==> config.mk <==
export PLATFORM = sky130hd
export DESIGN_NAME = alu_ctrl
export DESIGN_NICKNAME = d
export VERILOG_FILES = /design/src/rtl/alu_ctrl.sv
export SDC_FILE = /design/constraint.sdc
export NUM_CORES = 1
export LEC_CHECK = 0
export ABC_AREA = 1
export ABC_CLOCK_PERIOD_IN_PS = 3400
export CAP_MARGIN = 30
export CORE_ASPECT_RATIO = 1.25
export CORE_MARGIN = 4
export CORE_UTILIZATION = 43
export DETAILED_ROUTE_END_ITERATION = 6
export PLACE_DENSITY = 0.63
export SLEW_MARGIN = 20
export SYNTH_ARGS = -nofsm -noshare
export SYNTH_HDL_FRONTEND = slang
export SYNTH_SLANG_ARGS = --single-unit
==> constraint.sdc <==
create_clock -name clk -period 3.4 [get_ports clk]
set_input_delay 0.51 -clock clk [delete_from_list [all_inputs] [get_ports clk]]
set_output_delay 0.51 -clock clk [all_outputs]
set_load 0.005 [all_outputs]
==> src/rtl/alu_ctrl.sv <==
// alu_ctrl: 3-cycle instruction sequencer with an 8x8 register file that drives an external 8-bit ALU.
// Define ALU_SUB_EN to decode opcode 0x03 (sub); otherwise 0x03 is an illegal opcode.
module alu_ctrl (
    input  logic        clk,
    input  logic        reset,
    input  logic [31:0] instr,
    input  logic        instr_valid,
    output logic        instr_ready,
    output logic [7:0]  alu_data1,
    output logic [7:0]  alu_data2,
    output logic [2:0]  alu_select,
    input  logic [7:0]  alu_result,
    output logic        done,
    output logic        error,
    input  logic [2:0]  reg_raddr,
    output logic [7:0]  reg_rdata
);
    typedef enum logic [1:0] {IDLE, DECODE, EXEC} state_t;
    state_t      state;
    logic [7:0]  regs [8];
    logic [7:0]  op, imm;
    logic [2:0]  dest, src1;
    logic [7:0]  ra, rb, d1, d2, sub_d2;
    logic [2:0]  sel;
    logic        legal, sub_ok, unused_bits;
    assign unused_bits = ^{instr[23:19], instr[15:11]};
    assign ra = regs[src1];
    assign rb = regs[imm[2:0]];
    assign reg_rdata = regs[reg_raddr];
`ifdef ALU_SUB_EN
    assign sub_ok = 1'b1;
    assign sub_d2 = ~rb + 8'd1;
`else
    assign sub_ok = 1'b0;
    assign sub_d2 = 8'h00;
`endif
    always_comb begin
        legal = (op <= 8'h05) && (op != 8'h03 || sub_ok);
        d1 = (op == 8'h00 || op == 8'h01) ? alu_data1 : ra;
        d2 = op == 8'h00 ? imm : op == 8'h03 ? sub_d2 : rb;
        sel = (op == 8'h02 || op == 8'h03) ? 3'b001 :
              op == 8'h04 ? 3'b010 : op == 8'h05 ? 3'b011 : 3'b000;
    end
    always_ff @(posedge clk) begin
        if (!reset) begin
            state <= IDLE;
            instr_ready <= 1'b1;
            done <= 1'b0;
            error <= 1'b0;
            alu_data1 <= '0;
            alu_data2 <= '0;
            alu_select <= '0;
            op <= '0;
            imm <= '0;
            dest <= '0;
            src1 <= '0;
            for (int i = 0; i < 8; i++) regs[i] <= '0;
        end else begin
            case (state)
                IDLE: begin
                    done <= 1'b0;
                    if (instr_valid && instr_ready) begin
                        op <= instr[31:24];
                        dest <= instr[18:16];
                        src1 <= instr[10:8];
                        imm <= instr[7:0];
                        instr_ready <= 1'b0;
                        state <= DECODE;
                    end
                end
                DECODE: begin
                    if (legal) begin
                        alu_data1 <= d1;
                        alu_data2 <= d2;
                        alu_select <= sel;
                        state <= EXEC;
                    end else begin
                        error <= 1'b1;
                        instr_ready <= 1'b1;
                        state <= IDLE;
                    end
                end
                EXEC: begin
                    regs[dest] <= alu_result;
                    done <= 1'b1;
                    instr_ready <= 1'b1;
                    state <= IDLE;
                end
                default: state <= IDLE;
            endcase
        end
    end
endmodule

== Word level (Yosys, flattened, before mapping) ==
Memories as Yosys holds them, arrays and structs flattened. A register that Yosys moved wholly into a read port is not among the register bits.
Cells that the tools add are included.
Storage, ports and cells
  flip-flop bits (word level): 38
  bits in writable memories: 64
  bits of input ports: 46
  output and inout bits: 30
  memories: 1
Cells by class
  $lt $le $gt $ge: 1
  equality and inequality tests: 10
  mux-type cells: 21
  bitwise gates (word level): 2
  reductions and logical operators: 15
Memory list
  regs: depth 8, bits a word 8, read ports 3, clocked after Yosys merged registers in 2, write ports 8, RTL line 20  | logic [7:0] regs [8];
Operator list (count)
  $mux 8: 3
  $eq 8x2->1 const B: 2
  $eq 8x3->1 const B: 2
  $mux 2: 5
  $mux 3: 3
  $eq 8x1->1 const B: 1
  $le 8x3->1 const B: 1
  $logic_not 8->1: 1
  $ne 8x2->1 const B: 1
  $reduce_or 8->1: 1
  $mux 1: 7
  $reduce_and 2->1: 3
  $reduce_and 3->1: 2
  $ne 2x2->1 const B: 2
  $pmux 2 s2: 1
  $pmux 1 s3: 1
  $reduce_bool 3->1: 1
  $eq 2x1->1 const B: 1
  $eq 2x2->1 const B: 1
  $logic_and 1x1->1: 2
  $logic_not 2->1: 1
  $logic_or 1x1->1: 2
  $not 1->1: 2
  $pmux 1 s2: 1
  2 further kinds: 2

== Longest topological paths before layout ==
Gate-level depths: netlist of run 1.
  depth in word-level cells: 6
  mapped depth: 10
  mapped depth without buffers: 9

== Worst setup path after synthesis of run 1 ==
Ideal clock, no wire load.
  path type: in2out
  from: input reg_raddr[0]
  to: output reg_rdata[7]
  data arrival time: 1385 ps
  data required time: 2890 ps
  slack: 1505 ps
  stages: 7
  buffers on the path: 3
  path through: buf_2 inv_1 buf_2 buf_2 a21oi_1 o21ai_0 a31oi_1
On the way
  cells in the longest elaborated chain, start to end: 1
RTL lines
  start, declared: RTL line 15  | input logic [2:0] reg_raddr,
  $mem_v2 8x8
  end, declared: RTL line 16  | output logic [7:0] reg_rdata
Every way passes these cells.

== Worst setup path in the final report of run 1 ==
  from: input reg_raddr[1]
  to: output reg_rdata[4]
The elaborated chain is that of the path after synthesis.

==> results of run 1 <==
-- synthesized netlist by cell type, drive strengths merged --
cell	instances	area share, %
nand4	7	0.98
clkbuf	27	1.7
buf	17	1.6
o22ai	10	1.0
o211ai	6	0.75
conb	1	0.062
o21ai	67	5.8
nor2	138	8.8
nor3	1	0.083
a31oi	3	0.31
dfxtp	48	16
clkinv	2	0.13
a21oi	48	4.0
nand2	232	15
inv	63	3.9
ha	3	0.62
nand3	86	7.4
a211oi	1	0.13
edfxtp	64	32
o21a	1	0.13
-- power by group --
group / internal [mW] / leakage, nW / total [mW] / switching, mW
logic: 0.641 / 1.74 / 1.90 / 1.26
registers: 1.65 / 1.05 / 1.83 / 0.176
clock network: 0.543 / 0.146 / 1.04 / 0.496
-- flip-flops by register name, indices dropped and copies added, names as in the netlist, named ones only --
signal,count
error,1
imm,8
src1,3
alu_select,2
instr_ready,1
dest,3
op,8
regs,64
alu_data1,8
state,2
alu_data2,8
done,1
-- routing by layer --
metal / share of wire, % / track usage [%] / vias to the layer above
met4: 4.0 / 11.27 / 0
met3: 6.8 / 2.550 / 57
met5: 0 / 0 / -
met1: 40 / 28.74 / 2666
met2: 49 / 38.81 / 258
li1: - / - / 2791
-- cell type report --
cell class                 instances  area [um2]
clock inverter                     5       40.04
timing repair buffer              76       730.7
sequential                       112        2883
inverter                          65       244.0
clock buffer                      11       252.7
tap                              175       219.0
multi-input combinational        604        2680
fill                            1338        6704
-- through the flow --
stage               hold WS [ns]  std cells  util (%)  cell area, um2  power (mW)
global placement          0.4546       1032     49.13            6756       3.682
global route              0.4938       1048     51.26            7049       5.079
floorplan                 0.4410        825         -            6007       3.088
finish                    0.4679       1048     51.26            7049       4.763
CTS                       0.4664       1048     51.26            7049       4.760
detailed placement        0.4550       1032     49.13            6756       3.739
-- cells in the final DEF, fill, tap and decap left out, types with 2 or more instances in the layout --
cell             Yosys  routed
nand2_1            230     230
nor2_1             134     134
nand3_1             85      85
clkdlybuf4s50_1      0      64
edfxtp_1            64      64
o21ai_0             63      63
inv_1               59      59
a21oi_1             48      48
dfxtp_1             48      48
buf_4                1      12
o22ai_1             10      10
clkbuf_16            0       9
o211ai_1             6       6
nand4_1              6       6
nor2_2               4       4
inv_2                4       4
a31oi_1              3       3
o21ai_1              3       3
ha_1                 3       3
clkinv_4             0       3
clkinv_1             2       2
nand2_2              2       2
clkbuf_8             0       2
-- path summary, 6_finish.rpt --
path | from | to | slack [ns] | cells past startpoint
hold reg to reg | imm[3] | imm[3] | 0.47 | 2
setup reg to reg | register | alu_data2[7] | 1.17 | 8
setup / recovery | reg_raddr[1] | reg_rdata[4] | 0.40 | 7
hold / removal | imm[3] | imm[3] | 0.47 | 2
-- tightest hold or removal path, stage by stage, from the launching register on --
cell and delay, ns:
dfxtp_1 0.31, nand2_1 0.06, a21oi_1 0.05
-- kinds of logic (layout without fill, tap and decap cells) --
kind of cell | count (synthesis) | count (layout) | share of synthesized area (%)
AO/OA/AOI/OAI | 136 | 136 | 12.12
buffers and inverters | 109 | 157 | 7.394
flip-flops | 112 | 112 | 47.99
AND/OR/NAND/NOR | 464 | 464 | 31.81
other | 1 | 1 | 0.06243
adder cells (fa/ha/maj) | 3 | 3 | 0.6249
==> results.yml, run 1 <==
sta:
  slew_headroom_pct: 42.44
  rsz0062_at_grt: "false"
  tightest_slew_ns: 0.8581
  hold_viol: 0
  setup_viol: 0
  period_needed_ns: 3.003
  max_freq_ghz: 0.3330
  setup_ws_ns: 0.3969
  fin_tns_setup_ns: 0
  clock_skew_ns: 0.007807
  slew_viol_final: 0
  fin_crit_sh_pct: 88.33
synthesis:
  synth_warnings: 0
  yosysSeqAreaShare_pct: 47.99
  syn_nets: 874
  ys_ff_latch: 112
  synthesis.area_um2: 6007
  netlist_instances: 825
  avgSynthCellArea_um2: 7.281
  synth.distinct_cells: 30
cts:
  clockRootBuffer: "clkbuf_16"
  cts.clk_slew.worst_paths_ns: 0.07
  post_cts_buffers: 0
  numCtsBuffers: 9
  clkLatencyLatePin_ns: 0.35
  cts_tree: "built"
  cts.path.max_buffers: 2
  post_cts_resized: 0
  postCtsHoldBufs: 0
  clock-sinks: 112
  h-tree-depth: 3
global_routing:
  grt_first_pass_wirelength_mm: 28.62
  groute.usage.overall_pct: 22.88
  grt_pass1_vias: 5534
  grt.overflow.total: 0
  grt_start_max_net_pins: 41
  grt_antenna_before_repair: 0
cells_and_area:
  layout-drive-gt1-share_pct: 4.696
  num-nets-final: 917
  areaGrowthSynthToFinish_pct: 17.35
  antenna_cells: 0
pwr:
  p_per_area_nw_per_um2: 675.7
  p_leak_nw: 2.943
  vdd_ir_drop_max_mv: 0.3611
drt:
  drc_errors: 0
  drtAntennaViolNets: 0
  drt_iter0_drc: 569
  routed_wl_mm: 18.16
  num_vias: 5772
  dr.pass1.iters: 5
  post_drt_wl_per_cell_um: 17.32
  via_per_inst: 5.508
floorplan:
  die_w_um: 113.7
  initial_core_util_pct: 43.68
  core_area_um2: 13750
  num_rows: 48
  top_level_ports: 76
  die_area_um2: 15940
  dieHeight_um: 140.1
setup_path:
  crit_arrival_ns: 2.49
  cp-start-kind: "input port"
  path_class: "input port to primary output"
  critPathMaxStageDelay_ns: 0.50
  critPathBufInv: 3
  worstSetupEndpointType: "primary output"
  required_ns: 2.89
  crit_fanout: 16
  cp_top_family: "buffers and inverters"
  cp_slowest_cell: "clkdlybuf4s50_1"
  path_cells: "clkdlybuf4s50_1 -> inv_1 -> o21ai_0 -> o22ai_1 -> nand2_1 -> nand2_1 -> clkdlybuf4s50_1"
flow_run:
  cap_violations: 0
place:
  post-place-ws_ns: 0.4373
  io_buffers: 64
  gp_congestion: 0.9403
  dp_hpwl_mm: 12.81
hold_path:
  hold_path.class: "register to register"
status:
  status: "finished clean"
Note: power is estimated with default switching activity, not from simulation.
==> run 2, diff against run 1 <==
ABC_AREA = default   (was 1)
PLACE_DENSITY = 0.64   (was 0.63)
==> run 2 against run 1 <==
  * Flip-flop and latch count did not move
  * Sequential power shrank 11%
  * Clock skew is 0.0019 ns higher
  * Area after synthesis down 3.3%
  * Critical endpoint is now reg_rdata[6]
  * Via count down 30%
  * First-iteration DRC count decreased by 57%
  * Total power shrank 30%
  * Worst setup slack lost 0.021 ns
  * Critical path depth down 2
  * Highest routed layer unchanged
  * Routed wire length is 19% lower
==> results.yml, run 2 <==
pwr:
  vdd_ir_drop_max_mv: 0.2237
  p_switching_mw: 0.9096
  combPwrFrac_pct: 18.5
  switching_share_pct: 27.42
  seqPwrFrac_pct: 49.0
  intPower_mw: 2.408
  p_per_area_nw_per_um2: 476.7
  p_leak_nw: 2.486
  clockPowerShare_pct: 32.6
floorplan:
  die_area_um2: 15440
  dieHeight_um: 138.0
  core_area_um2: 13230
  top_level_ports: 76
  die_w_um: 112.0
  initial_core_util_pct: 43.91
  num_rows: 47
cts:
  clock-sinks: 112
  postCtsHoldBufs: 0
  cts.path.max_buffers: 2
  clockRootBuffer: "clkbuf_16"
  cts.clk_slew.worst_paths_ns: 0.07
  post_cts_resized: 0
  numCtsBuffers: 9
  cts_tree: "built"
  h-tree-depth: 3
  clkLatencyLatePin_ns: 0.35
  post_cts_buffers: 0
synthesis:
  synth_edf_count: 64
  synth_warnings: 0
  synth_top_area_share_pct: 33.08
  synth_common_cells: "66 x and2_1, 64 x edfxtp_1, 57 x nand2_1, 48 x dfxtp_1, 40 x mux2i_1"
  ys_ff_latch: 112
  ys_async_sr_fraction_pct: 0
  syn_nets: 538
  yosysTopAreaCell: "edfxtp_1"
  yosysSeqAreaShare_pct: 49.62
  netlist_instances: 489
  synthTopCellsByArea: "edfxtp_1 33%, dfxtp_1 17%, mux4_2 12%, and2_1 7.1%, mux2i_1 6.9%"
  synth_flop_cell: "edfxtp_1"
  yosysMostFrequentCell: "and2_1"
  synth.distinct_cells: 39
  avgSynthCellArea_um2: 11.88
  synthesis.area_um2: 5809
drt:
  route.met2.wl_mm: 7.556
  wirelength_met1_mm: 6.100
  routed_wl_mm: 14.71
  post_drt_wl_per_cell_um: 20.43
  drtAntennaViolNets: 0
  dr.pass1.iters: 5
  via_per_inst: 5.628
  wl_met3_um: 629
  num_vias: 4052
  drt_iter0_drc: 246
  routed.top_layer: "met4"
  drc_errors: 0
setup_path:
  cp-start-kind: "input port"
  path_cells: "clkdlybuf4s50_1 -> buf_12 -> mux4_2 -> mux2_2 -> clkdlybuf4s50_1"
  required_ns: 2.89
  crit_arrival_ns: 2.51
  cpMostUsedCell: "clkdlybuf4s50_1"
  cp_slowest_cell: "mux4_2"
  cp_top_family: "buffers and inverters"
  worstSetupEndpointType: "primary output"
  critPathMaxStageDelay_ns: 0.53
  path_class: "input port to primary output"
  crit_fanout: 16
  critPathBufInv: 3
sta:
  slew_headroom_pct: 36.25
  max_freq_ghz: 0.3306
  clock_skew_ns: 0.009710
  setup_ws_ns: 0.3755
  tightest_slew_ns: 0.9563
  slew_viol_final: 0
  holdWs_ns: 0.4706
  hold_viol: 0
  rsz0062_at_grt: "false"
  fin_crit_sh_pct: 88.96
  setup_viol: 0
  period_needed_ns: 3.024
  fin_tns_setup_ns: 0
global_routing:
  grt.overflow.total: 0
  grt_antenna_before_repair: 0
  grt_start_max_net_pins: 54
  grt_pass1_vias: 4179
  grt_first_pass_wirelength_mm: 23.45
  groute.usage.overall_pct: 19.73
cells_and_area:
  top_register: "regs"
  largest_register_ffs: 64
  final_cell_mix: "66 x and2_1, 64 x clkdlybuf4s50_1, 64 x edfxtp_1"
  layout-drive-gt1-share_pct: 13.84
  final_common_cell: "and2_1"
  num-nets-final: 593
  antenna_cells: 0
  areaGrowthSynthToFinish_pct: 19.79
flow_run:
  cap_violations: 0
place:
  post-place-ws_ns: 0.3620
  dp_hpwl_mm: 11.43
  io_buffers: 64
  gp_congestion: 0.8326
status:
  status: "finished clean"
hold_path:
  hold_path.class: "register to register"
-- run 2: cell count changes after synthesis, sizes merged, moves of 32 or more --
cell,previous run,this run
and2,0,66
nor2,138,8
o21ai,67,16
a21oi,48,5
mux2i,0,40
nand2,232,57
inv,63,3
nand3,86,17
mux4,0,32
-- run 2: layer usage --
layer / up-vias / track usage, %
met2: 124 / 35.17
met3: 30 / 2.968
met1: 1971 / 23.90
li1: 1927 / -
met4: 0 / 8.617
met5: - / 0
-- run 2: cells by family (layout without fill, tap and decap cells) --
group	Yosys count	after routing	share of synthesized area [%]
AOI/OAI and AO/OA	83	83	10.32
other	1	1	0.06455
xor gates and xnor gates	1	1	0.1508
muxes	80	80	20.85
buffers and inverters	37	97	2.628
adders and majority gates	3	3	0.6462
DFF	112	112	49.62
and+or+nand+nor	172	172	15.72
-- run 2: cell type report --
| class | instances | area (um2) |
|---|---|---|
| inverter | 3 | 11.26 |
| timing repair buffer | 78 | 758.2 |
| fill | 1156 | 6272 |
| clock inverter | 7 | 80.08 |
| clock buffer | 9 | 225.2 |
| tap | 171 | 214.0 |
| sequential | 112 | 2884 |
| multi-input combinational | 340 | 2786 |
-- run 2: stage by stage --
step	power, mW	cells	area, um2	util (%)
2_1_floorplan	1.996	489	5809	-
3_3_place_gp	2.259	704	6654	50.29
3_5_place_dp	2.269	704	6654	50.29
4_1_cts	3.343	720	6959	52.60
5_1_grt	3.455	720	6959	52.60
6_report	3.318	720	6959	52.60
-- run 2: final timing paths --
kind | startpoint | to | slack (ns) | depth (start not counted)
setup / recovery | reg_raddr[0] | reg_rdata[6] | 0.38 | 5
hold / removal | error | error | 0.47 | 1
setup reg to reg | op[3] | alu_data2[7] | 1.08 | 4
hold reg to reg | error | error | 0.47 | 1
-- run 2: power by group through the flow --
stage               clock network [mW]  registers [mW]  logic (mW)
floorplan                            0            1.59       0.407
CTS                               1.10            1.62       0.621
finish                            1.08            1.62       0.613
detailed placement                   0            1.65       0.617
global route                      1.15            1.64       0.667
global placement                     0            1.65       0.610
